==> src/rtl/irq_dispatch_pkg.sv <==
// rtl/irq_dispatch_pkg.sv - shared types and resolver decode for the interrupt dispatcher
package irq_pkg;

  typedef enum logic [2:0] {
    ST_IDLE,
    ST_SETTLE,
    ST_PRESENT,
    ST_CLEAR,
    ST_COOL
  } irq_state_t;

  localparam logic [1:0] GRP_NONE = 2'd0;
  localparam logic [1:0] GRP_A    = 2'd1;
  localparam logic [1:0] GRP_B    = 2'd2;
  localparam logic [1:0] GRP_C    = 2'd3;

  typedef struct packed {
    logic [1:0] grp;
    logic [3:0] chan;
  } irq_vec_t;

  // Group A outranks B outranks C; a "none" sample carries a zero channel.
  function automatic irq_vec_t decode_sample(input logic a, input logic b, input logic c,
                                             input logic [3:0] ch);
    irq_vec_t v;
    v.chan = ch;
    if (a)      v.grp = GRP_A;
    else if (b) v.grp = GRP_B;
    else if (c) v.grp = GRP_C;
    else begin
      v.grp  = GRP_NONE;
      v.chan = 4'd0;
    end
    return v;
  endfunction

endpackage

==> src/rtl/irq_dispatch_if.sv <==
// rtl/irq_dispatch_if.sv - resolver, CPU and clear-source signals of the dispatcher
interface irq_dispatch_if;
  logic       grp_a;
  logic       grp_b;
  logic       grp_c;
  logic [3:0] chan;
  logic       irq_valid;
  logic [5:0] irq_vec;
  logic       irq_ack;
  logic       clr_valid;
  logic [1:0] clr_grp;
  logic [3:0] clr_chan;
  logic       clr_ready;
  logic       timeout_err;

  modport master (
    input  grp_a, grp_b, grp_c, chan, irq_ack, clr_ready,
    output irq_valid, irq_vec, clr_valid, clr_grp, clr_chan, timeout_err
  );

  modport slave (
    output grp_a, grp_b, grp_c, chan, irq_ack, clr_ready,
    input  irq_valid, irq_vec, clr_valid, clr_grp, clr_chan, timeout_err
  );
endinterface

==> src/rtl/irq_dispatch_settle.sv <==
// rtl/irq_dispatch_settle.sv - snapshot register and stability counter for resolver samples
module irq_settle
  import irq_pkg::*;
#(
  parameter int SETTLE = 2
) (
  input  logic     clk,
  input  logic     rst,
  input  logic     i_en,
  input  logic     i_first,
  input  irq_vec_t i_sample,
  output logic     o_stable,
  output irq_vec_t o_snap
);

  localparam int CW = $clog2(SETTLE + 1);

  logic [CW-1:0] r_cnt;
  irq_vec_t      r_snap;
  logic          w_none;
  logic          w_match;

  assign w_none  = (i_sample.grp == GRP_NONE);
  assign w_match = !i_first && (i_sample == r_snap);

  // In IDLE the fresh sample counts as the first stable one, so SETTLE=1 dispatches immediately.
  assign o_stable = !w_none &&
                    ((i_first && (SETTLE == 1)) ||
                     (w_match && ((32'(r_cnt) + 32'd1) == 32'(SETTLE))));
  assign o_snap   = r_snap;

  always_ff @(posedge clk) begin
    if (rst) begin
      r_cnt  <= '0;
      r_snap <= '0;
    end else if (i_en && !w_none) begin
      if (!w_match) begin
        r_snap <= i_sample;
        r_cnt  <= CW'(1);
      end else if (r_cnt != CW'(SETTLE)) begin
        r_cnt  <= r_cnt + CW'(1);
      end
    end else begin
      r_cnt <= '0;
    end
  end

endmodule

==> src/rtl/irq_dispatch.sv <==
// rtl/irq_dispatch.sv - settles resolver output, presents one vector, then clears the source
module irq_dispatch
  import irq_pkg::*;
#(
  parameter int SETTLE      = 2,
  parameter int ACK_TIMEOUT = 64,
  parameter int HOLDOFF     = 2
) (
  input logic          clk,
  input logic          rst,
  irq_dispatch_if.master bus
);

  localparam int TO_W = (ACK_TIMEOUT > 0) ? $clog2(ACK_TIMEOUT + 1) : 1;
  localparam int HO_W = (HOLDOFF > 0) ? $clog2(HOLDOFF + 1) : 1;

  irq_state_t    r_state;
  irq_state_t    w_next;
  logic [TO_W-1:0] r_to_cnt;
  logic [HO_W-1:0] r_ho_cnt;
  logic          r_irq_valid;
  irq_vec_t      r_irq_vec;
  logic          r_clr_valid;
  logic [1:0]    r_clr_grp;
  logic [3:0]    r_clr_chan;
  logic          r_timeout_err;

  irq_vec_t      w_sample;
  irq_vec_t      w_snap;
  logic          w_stable;
  logic          w_to_fire;

  assign w_sample = decode_sample(bus.grp_a, bus.grp_b, bus.grp_c, bus.chan);

  irq_settle #(.SETTLE(SETTLE)) u_settle (
    .clk      (clk),
    .rst      (rst),
    .i_en     ((r_state == ST_IDLE) || (r_state == ST_SETTLE)),
    .i_first  (r_state == ST_IDLE),
    .i_sample (w_sample),
    .o_stable (w_stable),
    .o_snap   (w_snap)
  );

  always_comb begin
    w_next    = r_state;
    w_to_fire = 1'b0;
    case (r_state)
      ST_IDLE: begin
        if (w_sample.grp != GRP_NONE) w_next = w_stable ? ST_PRESENT : ST_SETTLE;
      end
      ST_SETTLE: begin
        if (w_sample.grp == GRP_NONE) w_next = ST_IDLE;
        else if (w_stable)            w_next = ST_PRESENT;
      end
      ST_PRESENT: begin
        // Ack takes precedence over a timeout expiring in the same cycle.
        if (bus.irq_ack) begin
          w_next = ST_CLEAR;
        end else if ((ACK_TIMEOUT != 0) && (r_to_cnt == TO_W'(ACK_TIMEOUT - 1))) begin
          w_next    = ST_IDLE;
          w_to_fire = 1'b1;
        end
      end
      ST_CLEAR: begin
        if (bus.clr_ready) w_next = (HOLDOFF > 0) ? ST_COOL : ST_IDLE;
      end
      ST_COOL: begin
        if (r_ho_cnt == HO_W'(HOLDOFF - 1)) w_next = ST_IDLE;
      end
      default: w_next = ST_IDLE;
    endcase
  end

  always_ff @(posedge clk) begin
    if (rst) begin
      r_state       <= ST_IDLE;
      r_to_cnt      <= '0;
      r_ho_cnt      <= '0;
      r_irq_valid   <= 1'b0;
      r_irq_vec     <= '0;
      r_clr_valid   <= 1'b0;
      r_clr_grp     <= '0;
      r_clr_chan    <= '0;
      r_timeout_err <= 1'b0;
    end else begin
      r_state <= w_next;

      if ((r_state == ST_PRESENT) && (w_next == ST_PRESENT)) begin
        if (r_to_cnt != TO_W'(ACK_TIMEOUT)) r_to_cnt <= r_to_cnt + TO_W'(1);
      end else begin
        r_to_cnt <= '0;
      end

      if ((r_state == ST_COOL) && (w_next == ST_COOL)) begin
        if (r_ho_cnt != HO_W'(HOLDOFF)) r_ho_cnt <= r_ho_cnt + HO_W'(1);
      end else begin
        r_ho_cnt <= '0;
      end

      r_irq_valid <= (w_next == ST_PRESENT);
      if (w_next == ST_PRESENT)
        r_irq_vec <= (r_state == ST_PRESENT) ? r_irq_vec : w_sample;
      else
        r_irq_vec <= '0;

      r_clr_valid <= (w_next == ST_CLEAR);
      r_clr_grp   <= (w_next == ST_CLEAR) ? w_snap.grp  : 2'd0;
      r_clr_chan  <= (w_next == ST_CLEAR) ? w_snap.chan : 4'd0;

      if (w_to_fire) r_timeout_err <= 1'b1;
    end
  end

  assign bus.irq_valid   = r_irq_valid;
  assign bus.irq_vec     = r_irq_vec;
  assign bus.clr_valid   = r_clr_valid;
  assign bus.clr_grp     = r_clr_grp;
  assign bus.clr_chan    = r_clr_chan;
  assign bus.timeout_err = r_timeout_err;

endmodule

==> src/flat_wrapper.sv <==
// flat-port wrapper written by rule: the top's interface ports become plain ports
module irq_dispatch_flat import irq_pkg::*;
#(
  parameter int SETTLE      = 2,
  parameter int ACK_TIMEOUT = 64,
  parameter int HOLDOFF     = 2
)
  (clk, rst, bus_grp_a, bus_grp_b, bus_grp_c, bus_chan, bus_irq_ack, bus_clr_ready, bus_irq_valid, bus_irq_vec, bus_clr_valid, bus_clr_grp, bus_clr_chan, bus_timeout_err);
  irq_dispatch_if bus_i ();
  input logic clk;
  input logic rst;
  input wire logic [$bits(bus_i.grp_a)-1:0] bus_grp_a;
  input wire logic [$bits(bus_i.grp_b)-1:0] bus_grp_b;
  input wire logic [$bits(bus_i.grp_c)-1:0] bus_grp_c;
  input wire logic [$bits(bus_i.chan)-1:0] bus_chan;
  input wire logic [$bits(bus_i.irq_ack)-1:0] bus_irq_ack;
  input wire logic [$bits(bus_i.clr_ready)-1:0] bus_clr_ready;
  output wire logic [$bits(bus_i.irq_valid)-1:0] bus_irq_valid;
  output wire logic [$bits(bus_i.irq_vec)-1:0] bus_irq_vec;
  output wire logic [$bits(bus_i.clr_valid)-1:0] bus_clr_valid;
  output wire logic [$bits(bus_i.clr_grp)-1:0] bus_clr_grp;
  output wire logic [$bits(bus_i.clr_chan)-1:0] bus_clr_chan;
  output wire logic [$bits(bus_i.timeout_err)-1:0] bus_timeout_err;
  assign bus_i.grp_a = bus_grp_a;
  assign bus_i.grp_b = bus_grp_b;
  assign bus_i.grp_c = bus_grp_c;
  assign bus_i.chan = bus_chan;
  assign bus_i.irq_ack = bus_irq_ack;
  assign bus_i.clr_ready = bus_clr_ready;
  assign bus_irq_valid = bus_i.irq_valid;
  assign bus_irq_vec = bus_i.irq_vec;
  assign bus_clr_valid = bus_i.clr_valid;
  assign bus_clr_grp = bus_i.clr_grp;
  assign bus_clr_chan = bus_i.clr_chan;
  assign bus_timeout_err = bus_i.timeout_err;
  irq_dispatch #(.SETTLE(SETTLE), .ACK_TIMEOUT(ACK_TIMEOUT), .HOLDOFF(HOLDOFF)) u_core (.clk(clk), .rst(rst), .bus(bus_i));
endmodule
==> config.mk <==
export PLATFORM = sky130hd
export DESIGN_NAME = irq_dispatch_flat
export DESIGN_NICKNAME = d
export VERILOG_FILES = /design/src/rtl/irq_dispatch_pkg.sv /design/src/rtl/irq_dispatch_if.sv /design/src/rtl/irq_dispatch_settle.sv /design/src/rtl/irq_dispatch.sv /design/src/flat_wrapper.sv
export SDC_FILE = /design/constraint.sdc
export NUM_CORES = 1
export LEC_CHECK = 0
export ABC_CLOCK_PERIOD_IN_PS = 2170
export BUFFER_PORTS_ARGS = -buffer_cell sky130_fd_sc_hd__buf_4
export CORE_ASPECT_RATIO = 2
export CORE_MARGIN = 5
export CORE_UTILIZATION = 50
export CTS_BUF_LIST = sky130_fd_sc_hd__clkbuf_4
export CTS_CLUSTER_DIAMETER = 50
export DETAILED_ROUTE_END_ITERATION = 12
export PLACE_DENSITY = 0.75
export REMOVE_ABC_BUFFERS = 1
export SYNTH_ARGS = -nofsm -noshare
export SYNTH_HDL_FRONTEND = slang
export SYNTH_SLANG_ARGS = --single-unit
==> constraint.sdc <==
create_clock -name clk -period 2.17 [get_ports clk]
set_clock_uncertainty 0.05 [all_clocks]
set_input_delay 0.217 -clock clk [delete_from_list [all_inputs] [get_ports clk]]
set_output_delay 0.217 -clock clk [all_outputs]
set_load 0.005 [all_outputs]
==> summary.txt, run 1 <==
Critical path
  • Reg-to-Reg Start: u_core.r_state[1]$_SDFF_PP0_
  • Slowest-stage cell, CP: nor3_1
  • Setup Crit Path Kind: register to register
  • Reg2Reg Depth: 5
  • Worst Path Max Fanout: 8
  • CP Buf/Inv Count: 1
  • CP endpoint kind: register
  • Startpoint types: register
  • WP data required: 2.38 ns
  • RR Endpoint: u_core.u_settle.o_snap[2]$_SDFFE_PP0P_
  • Worst EP arrival: 2.19 ns
  • Top delay family on crit path: simple AND/OR/NAND/NOR gates
  • Cell chain of the critical path: nor3_1 -> buf_4 -> and3_1 -> o21ai_0 -> o311ai_0
  • R2R Setup Slk: 0.19 ns
  • Max incr delay on CP: 0.83 ns

Yosys
  • Yosys top cell area share: 0.3977
  • Post-synth EDFFs: 0
  • Compound-Gate Fraction of Synth Area: 0.2259
  • Flops & latches, synth: 35
  • Syn. warnings: 0
  • Synth Area in Simple Gates: 0.2479
  • Cells after synthesis: 205
  • Yosys top cell by area: dfxtp_1
  • Netlist cell types: 44
  • Adder-Cell Fraction of Synth Area: 0.04261
  • Top FF cell, synth: dfxtp_1
  • Seq/Total Area, Yosys: 0.3977
  • XOR/XNOR share of the synthesized area: 0.03480
  • Largest family of logic cells by synthesized area: simple AND/OR/NAND/NOR gates
  • Synth top area cells: dfxtp_1 (40%), nor2_1 (5.5%), a21oi_1 (4.3%), ha_1 (4.3%), o311ai_0 (3.0%)
  • Post-synthesis mux area share: 0.006392
  • Syn Area/Cell: 8.594 µm²
  • Ys async rst share: 0
  • Post-Syn Area: 1762 µm²

Power and ir drop
  • Internal: 1103 µW
  • Switch share: 0.2378
  • Clock power share: 0.414
  • Logic pwr share: 0.116
  • Sw Pwr: 344.1 µW
  • Pleak: 0.0008866 µW
  • Peak VDD IR: 0.5313 mV
  • Final Power: 1447 µW
  • Pwr Density: 683.0 nW/µm²
  • Sequential power share: 0.470

Global routing
  • Gr ovfl total: 0
  • GRT Util Overall: 0.1840
  • Largest net degree at the start of global routing: 15
  • Vias in the first global route: 1,505
  • Initial antenna violation count: 0
  • First-pass GRT wire length: 6.748 mm

Clocking
  • H-tree Lvls: 2
  • Root Buffer: clkbuf_4
  • CTS tree: yes
  • Worst-path clk slew: 0.12 ns
  • Later-pin clock latency in the skew report: 0.35 ns
  • TritonCTS Sinks: 35
  • Post-CTS Setup Bufs: 0
  • Max clock buf depth: 2
  • Num CTS Buffers: 5

Routing
  • ANT nets after route: 0
  • WL per Instance: 14.31 µm
  • Total wire length: 4.064 mm
  • TritonRoute pass-1 iters: 4
  • DR DRC count: 0
  • Iter 0 DRT Violations: 23
  • Vias per cell: 5.489
  • Routed vias: 1,559

Die
  • Die Span X: 51.97 µm
  • Initial Util: 0.5158
  • Full die area: 4882 µm²
  • Core ar.: 3416 µm²
  • Num ports: 26
  • Chip Height: 93.95 µm
  • Num rows: 30

STA
  • Hold_ws: 0.05405 ns
  • RSZ-0062 raised after global routing: no
  • Fin Setup TNS: 0 ns
  • Count of final setup violators: 0
  • Max Slew Vio Count: 0
  • Fmax: 505.1 MHz
  • Final Hold Vio Count: 0
  • Worst relative slew slack: 0.3325
  • Final period util: 0.9123
  • Slew @ Worst Pin: 0.9936 ns
  • Final Critical Period: 1.980 ns

Outcome
  • Outcome: finished clean

Place
  • Number of port buffers: 25
  • GPL Wtd Cong: 0.8474
  • Detailed Place HPWL: 3.170 mm

Finish
  • Area Overhead vs Synth: 20.24%
  • Diodes inserted: 0
  • FILL cells: 334
  • Most common cell after layout, fill and taps aside: dfxtp_1
  • Most frequent cells in the layout: dfxtp_1 (35), buf_4 (30), nor2_1 (26)
  • Layout cell share with drive strength beyond 1: 0.2034
  • Fin nets: 252
  • Final core utilization: 0.6201

Worst hold path
  • Hold endpoint: u_core.u_settle.o_snap[4]$_SDFFE_PP0P_
  • Worst Hold Class: primary input to register
  • Hold path depth: 2
  • HP Start: rst

Job
  • Max-Cap Viols: 0
==> cells by family after synthesis <==
group	Yosys count
and+or+nand+nor	84
AOI/OAI and AO/OA	53
DFF	35
buffers and inverters	19
xor gates and xnor gates	7
adders and majority gates	6
muxes	1
==> worst max path at each step <==
stage / from / endpoint / cells after the start
2_1_floorplan: u_core.r_state[1]$_SDFF_PP0_ / u_core.bus.irq_vec[0]$_SDFFE_PP0N_ / 4
3_3_place_gp: u_core.r_to_cnt[0]$_SDFFE_PP0P_ / u_core.bus.irq_vec[1]$_SDFFE_PP0N_ / 6
3_5_place_dp: u_core.r_to_cnt[0]$_SDFFE_PP0P_ / u_core.bus.irq_vec[2]$_SDFFE_PP0N_ / 6
4_1_cts: u_core.r_to_cnt[0]$_SDFFE_PP0P_ / u_core.bus.irq_vec[2]$_SDFFE_PP0N_ / 6
5_1_grt: u_core.u_settle.o_snap[1]$_SDFFE_PP0P_ / u_core.u_settle.o_snap[5]$_SDFFE_PP0P_ / 5
6_report: u_core.r_state[1]$_SDFF_PP0_ / u_core.u_settle.o_snap[2]$_SDFFE_PP0P_ / 5
==> power groups by stage <==
stage                     Clock [µW]  Combinational [µW]  Sequential (µW)
final                            599                 168              680
after detailed placement           0                 166              694
after global placement             0                 164              694
after CTS                        603                 167              680
after global routing             630                 185              683
after floorplan                    0                 112              688
==> cells in the mapped netlist, types with 3 or more instances <==
cell type and instances:
a21oi_1 15, nor2b_1 8, ha_1 6, nor4_1 3, nand2_1 11, a22oi_1 4, inv_1 12, clkbuf_1 6
dfxtp_1 35, o311ai_0 6, and3_1 6, nor3_1 9, o21ai_0 7, nor2_1 26, and2_1 7, nand3_1 5
xor2_1 5
==> flip-flops by register name, indices dropped and copies added, names as in the netlist <==
name and cells:
u_core.bus.timeout_err 1, u_core.u_settle.o_snap 6, u_core.u_settle.r_cnt 2, u_core.bus.irq_valid 1
u_core.r_ho_cnt 2, u_core.bus.clr_grp 2, u_core.r_state 3, u_core.r_to_cnt 7
u_core.bus.clr_chan 4, u_core.bus.irq_vec 6, u_core.bus.clr_valid 1
==> layout make-up <==
class / instances / area, µm² / share of cell area
clock buffers: 6 / 45.04 / 0.02126
clock inverters: 2 / 60.06 / 0.02835
inverters: 12 / 45.04 / 0.02126
multi-input cells: 151 / 982.2 / 0.4637
flip-flops and latches: 35 / 700.7 / 0.3308
well taps: 48 / 60.06 / 0.02835
repair buffers: 30 / 225.2 / 0.1063
==> layer usage <==
layer | track usage | part of all wire | vias up | routed length (µm)
li1 | - | - | 796 | -
met1 | 0.1833 | 0.36 | 705 | 1480
met2 | 0.3246 | 0.54 | 47 | 2210
met3 | 0.04769 | 0.056 | 11 | 229
met4 | 0.1116 | 0.035 | 0 | 144
met5 | 0 | 0 | - | 0
==> per-stage QoR <==
stage	setup slack (ns)	instances	cell area [µm²]
3_3_place_gp	0.06209	276	2013
3_5_place_dp	0.09177	276	2013
4_1_cts	0.1266	284	2118
6_report	0.1904	284	2118
2_1_floorplan	0.4140	198	1728
5_1_grt	0.008564	284	2118
==> timing repair <==
item	CTS	global route
hold buffers	0	0
endpoints found under the setup margin	0	7
gates resized for setup	0	1
hold endpoints to repair	0	0
Note: power is estimated with default switching activity, not from simulation.
==> run 2, diff against run 1 <==
--- a/config.mk
+++ b/config.mk
@@ -10,9 +10,10 @@
 export CORE_ASPECT_RATIO = 2
 export CORE_MARGIN = 5
 export CORE_UTILIZATION = 50
-export CTS_BUF_LIST = sky130_fd_sc_hd__clkbuf_4
+export CTS_BUF_LIST = sky130_fd_sc_hd__clkbuf_16
 export CTS_CLUSTER_DIAMETER = 50
 export DETAILED_ROUTE_END_ITERATION = 12
+export HOLD_SLACK_MARGIN = 0.05
 export PLACE_DENSITY = 0.75
 export REMOVE_ABC_BUFFERS = 1
 export SYNTH_ARGS = -nofsm -noshare
==> run 2 against run 1 <==
  * Core utilization up 2.5 points
  * Via count up 1.3%
  * Non-clock buffer count unchanged
  * Flip-flop and latch count unchanged
  * Total power up 22%
  * Hold slack better by 0.068 ns
  * Critical path type unchanged
==> summary.txt, run 2 (synthesis gave the netlist of run 1 again) <==
Routing
  • DR DRC count: 0
  • Iter 0 DRT Violations: 23
  • TritonRoute pass-1 iters: 4
  • Routed vias: 1,580
  • WL per Instance: 14.71 µm
  • Vias per cell: 5.563
  • ANT nets after route: 0
  • Total wire length: 4.177 mm

Global routing
  • GRT Util Overall: 0.1904
  • Gr ovfl total: 0
  • Vias in the first global route: 1,520
  • Initial antenna violation count: 0
  • Largest net degree at the start of global routing: 15
  • First-pass GRT wire length: 6.831 mm

Clocking
  • Max clock buf depth: 2
  • H-tree Lvls: 2
  • Root Buffer: clkbuf_16
  • TritonCTS Sinks: 35
  • CTS tree: yes
  • Cts hold-fix bufs: 0
  • Worst-path clk slew: 0.06 ns
  • Num CTS Buffers: 5
  • Later-pin clock latency in the skew report: 0.28 ns

Place
  • Dpl cell area: 2013 µm²
  • Dpl cells: 276
  • Number of port buffers: 25
  • GPL Wtd Cong: 0.8474
  • Detailed Place HPWL: 3.170 mm

Finish
  • FILL cells: 327
  • Area Overhead vs Synth: 25.00%
  • Diodes inserted: 0
  • Finished Layout Cells: 284
  • Largest register by flop count: u_core.r_to_cnt
  • Most common cell after layout, fill and taps aside: dfxtp_1
  • Most frequent cells in the layout: dfxtp_1 (35), buf_4 (30), nor2_1 (26)
  • Final core utilization: 0.6447
  • Max reg flops: 7
  • Final instance area: 2202 µm²
  • Fin nets: 252
  • Layout cell share with drive strength beyond 1: 0.1992

STA
  • Count of final setup violators: 0
  • Final Hold Vio Count: 0
  • Worst relative slew slack: 0.3048
  • RSZ-0062 raised after global routing: no
  • Fmax: 491.5 MHz
  • Slew @ Worst Pin: 1.035 ns
  • Fin Setup TNS: 0 ns
  • Final Critical Period: 2.035 ns
  • Final period util: 0.9377
  • Max Slew Vio Count: 0

Die
  • Num rows: 30
  • Num ports: 26
  • Full die area: 4882 µm²
  • Chip Height: 93.95 µm
  • Initial Util: 0.5158
  • Die Span X: 51.97 µm
  • Core ar.: 3416 µm²

Critical path
  • Setup Crit Path Kind: register to register
  • CP endpoint kind: register
  • Worst Path Max Fanout: 8
  • Top delay family on crit path: simple AND/OR/NAND/NOR gates
  • Slowest-stage cell, CP: nor3_1
  • Startpoint types: register
  • WP data required: 2.30 ns
  • Cell chain of the critical path: nor3_1 -> buf_4 -> and3_1 -> o21ai_0 -> o311ai_0
  • Worst EP arrival: 2.16 ns
  • CP Buf/Inv Count: 1
  • Max incr delay on CP: 0.86 ns

Power and ir drop
  • Switch share: 0.2171
  • Clock power share: 0.520
  • Peak VDD IR: 0.8685 mV
  • Sequential power share: 0.385
  • Internal: 1385 µW
  • Logic pwr share: 0.095
  • Sw Pwr: 384.1 µW
  • Pwr Density: 803.4 nW/µm²
  • Pleak: 0.0009259 µW
  • Final Power: 1769 µW

Job
  • Max-Cap Viols: 0

Outcome
  • Outcome: finished clean

Worst hold path
  • Worst Hold Class: primary input to register
[run 2: repair_timing]
item	CTS	global route
endpoints found under the setup margin	0	7
setup buffers	0	0
gates resized for setup	0	1
[run 2: metal layers]
layer  wire, µm  track usage  up-vias
met2       2212       0.3277       53
met4        212       0.1400        0
met1       1520       0.1853      717
met3        230      0.05087       17
met5          0            0        -
li1           -            -      793
[run 2: final timing paths]
kind | start | endpoint | slack, ns | cells after the start
max | u_core.r_state[1]$_SDFF_PP0_ | u_core.u_settle.o_snap[0]$_SDFFE_PP0P_ | 0.14 | 5
min | rst | u_core.u_settle.o_snap[4]$_SDFFE_PP0P_ | 0.12 | 2
max reg2reg | u_core.r_state[1]$_SDFF_PP0_ | u_core.u_settle.o_snap[0]$_SDFFE_PP0P_ | 0.14 | 5
min reg2reg | u_core.bus.timeout_err$_SDFFE_PP0P_ | u_core.bus.timeout_err$_SDFFE_PP0P_ | 0.44 | 2
[run 2: layout make-up]
cell class | count | area, µm² | area share
clock buffer | 5 | 125.1 | 0.05682
clock inverter | 3 | 63.81 | 0.02898
inverter | 12 | 45.04 | 0.02045
multi-input combinational | 151 | 982.2 | 0.4460
sequential | 35 | 700.7 | 0.3182
tap | 48 | 60.06 | 0.02727
timing repair buffer | 30 | 225.2 | 0.1023
[run 2: power by group through the flow]
stage,Combinational [µW],Sequential [µW],Clock [µW]
finish,169,681,920
global route,185,684,959
CTS,167,681,928
detailed placement,166,694,0
global placement,164,694,0
floorplan,112,688,0
[run 2: worst register-to-register path: stages, from the launching register on]
cell	delay, ns
dfxtp_1	0.37
nor3_1	0.86
buf_4	0.28
and3_1	0.19
o21ai_0	0.09
o311ai_0	0.09
[run 2: through the flow]
stage                     hold slack (ns)  worst slack [ns]
after floorplan                    0.2316            0.4140
after global placement             0.4077           0.06209
after detailed placement           0.4123           0.09177
after CTS                          0.1198           0.06502
after global routing               0.1314         0.0003859
final                              0.1220            0.1352
==> run 3, diff against run 2 <==
--- a/config.mk
+++ b/config.mk
@@ -14,7 +14,7 @@
 export CTS_CLUSTER_DIAMETER = 50
 export DETAILED_ROUTE_END_ITERATION = 12
 export HOLD_SLACK_MARGIN = 0.05
-export PLACE_DENSITY = 0.75
+export PLACE_DENSITY = 0.77
 export REMOVE_ABC_BUFFERS = 1
 export SYNTH_ARGS = -nofsm -noshare
 export SYNTH_HDL_FRONTEND = slang
==> run 3 against run 2 <==
  * Hold slack improved by 0.027 ns
  * Via count increased by 0.70%
  * Combinational power barely moved
  * Final area decreased by 0.57%
  * Core utilization down 0.37 points
  * Critical endpoint is now u_core.bus.irq_vec[0]$_SDFFE_PP0N_
  * Final cell count grew 0.35%
  * Wire length fell by 1.5%
  * Flip-flop and latch count is the same
  * Critical path depth rose by 2
  * Total power down 7.4%
==> summary.txt, run 3 (synthesis gave the netlist of run 1 again) <==
STA
  • Max Slew Vio Count: 0
  • Fmax: 507.2 MHz
  • Final period util: 0.9086
  • Worst relative slew slack: 0.5522
  • RSZ-0062 raised after global routing: no
  • Slew @ Worst Pin: 0.6681 ns
  • Hold_ws: 0.1494 ns
  • Final Hold Vio Count: 0
  • Final Critical Period: 1.972 ns
  • Fin Setup TNS: 0 ns
  • Count of final setup violators: 0

Place
  • Dpl cells: 276
  • Number of port buffers: 25
  • Detailed Place HPWL: 3.131 mm
  • GPL Wtd Cong: 0.8771

Finish
  • Diodes inserted: 0
  • Layout cell share with drive strength beyond 1: 0.2068
  • Largest register by flop count: u_core.r_to_cnt
  • Finished Layout Cells: 285
  • Area Overhead vs Synth: 24.29%
  • Sequential Area: 700.7 µm²
  • Most frequent cells in the layout: dfxtp_1 (35), buf_4 (31), nor2_1 (26)
  • Most common cell after layout, fill and taps aside: dfxtp_1
  • Fin nets: 253
  • Max reg flops: 7
  • FILL cells: 306
  • Area of the multi-input gates: 987.2 µm²

Critical path
  • Reg2Reg Depth: 7
  • Cell chain of the critical path: ha_1 -> nand3_1 -> o311ai_1 -> a21boi_0 -> o2111ai_2 -> buf_4 -> a21oi_1
  • Slowest-stage cell, CP: dfxtp_1
  • Startpoint types: register
  • Worst EP arrival: 2.09 ns
  • CP endpoint kind: register
  • Worst Path Max Fanout: 7
  • Max incr delay on CP: 0.39 ns
  • Setup Crit Path Kind: register to register
  • WP data required: 2.29 ns

Clocking
  • Max clock buf depth: 2
  • Worst-path clk slew: 0.05 ns
  • Root Buffer: clkbuf_16
  • Later-pin clock latency in the skew report: 0.28 ns
  • TritonCTS Sinks: 35
  • Num CTS Buffers: 5
  • H-tree Lvls: 2
  • CTS tree: yes

Global routing
  • Largest net degree at the start of global routing: 15
  • First-pass GRT wire length: 7.072 mm
  • Initial antenna violation count: 0
  • Gr ovfl total: 0
  • Vias in the first global route: 1,645
  • GRT Util Overall: 0.1924

Die
  • Initial Util: 0.5158
  • Full die area: 4882 µm²
  • Num rows: 30
  • Chip Height: 93.95 µm
  • Die Span X: 51.97 µm
  • Core ar.: 3416 µm²
  • Num ports: 26

Worst hold path
  • Worst Hold Class: primary input to register
  • Hold path depth: 2

Power and ir drop
  • Final Power: 1639 µW
  • Peak VDD IR: 0.8117 mV
  • Pleak: 0.0009170 µW
  • Pwr Density: 748.4 nW/µm²

Routing
  • Total wire length: 4.115 mm
  • Routed vias: 1,591
  • Iter 0 DRT Violations: 41
  • ANT nets after route: 0
  • WL per Instance: 14.44 µm
  • Vias per cell: 5.582
  • DR DRC count: 0
  • TritonRoute pass-1 iters: 4

Outcome
  • Outcome: finished clean

Job
  • Max-Cap Viols: 0
## run 3: cell types whose count changed in the layout (fill, tap and decap cells not counted), sizes merged
cell	change
inv	-1
clkinv	+2
bufinv	-1
buf	+1
## run 3: where the power goes
part / internal [µW] / switching (µW)
logic: 71.6 / 96.7
clock network: 535 / 255
registers: 661 / 20.1
total: 1270 / 372
## run 3: per-stage QoR
step / setup slack (ns) / util / cell area [µm²]
6_report: 0.1984 / 0.6410 / 2190
5_1_grt: 0.06087 / 0.6410 / 2190
4_1_cts: 0.03029 / 0.6374 / 2177
3_5_place_dp: 0.06107 / 0.5894 / 2013
3_3_place_gp: 0.04872 / 0.5894 / 2013
2_1_floorplan: 0.4140 / - / 1728
## run 3: metal layers
metal / global-route usage / part of all wire
met3: 0.04928 / 0.032
met5: 0 / 0
met2: 0.3508 / 0.56
met1: 0.1857 / 0.39
met4: 0.1072 / 0.020
## run 3: final cells by class
class                   instances  share of cell area
well taps                      48             0.02743
inverters                      12             0.02057
repair buffers                 31              0.1063
flip-flops and latches         35              0.3200
clock buffers                   5             0.05714
clock inverters                 3             0.01771
multi-input cells             151              0.4509
## run 3: repair_timing
item                                    4_1_cts  5_1_grt
buffers inserted                              0        1
endpoints found under the setup margin        0        8
resized for setup                             0        2
hold buffers                                  0        0
## run 3: worst paths after layout
| kind | startpoint | end | slack (ns) |
|---|---|---|---|
| setup / recovery | u_core.r_to_cnt[0]$_SDFFE_PP0P_ | u_core.bus.irq_vec[0]$_SDFFE_PP0N_ | 0.20 |
| hold / removal | rst | u_core.u_settle.o_snap[4]$_SDFFE_PP0P_ | 0.15 |
| setup reg to reg | u_core.r_to_cnt[0]$_SDFFE_PP0P_ | u_core.bus.irq_vec[0]$_SDFFE_PP0N_ | 0.20 |
| hold reg to reg | u_core.bus.timeout_err$_SDFFE_PP0P_ | u_core.bus.timeout_err$_SDFFE_PP0P_ | 0.43 |
## run 3: worst max-delay path, delay by kind of cell (launching register included)
family                     cells  cell delay [ns]
AOI/OAI and AO/OA              4             0.82
and+or+nand+nor                1             0.19
buffers and inverters          1             0.18
DFF                            1             0.39
adders and majority gates      1             0.22
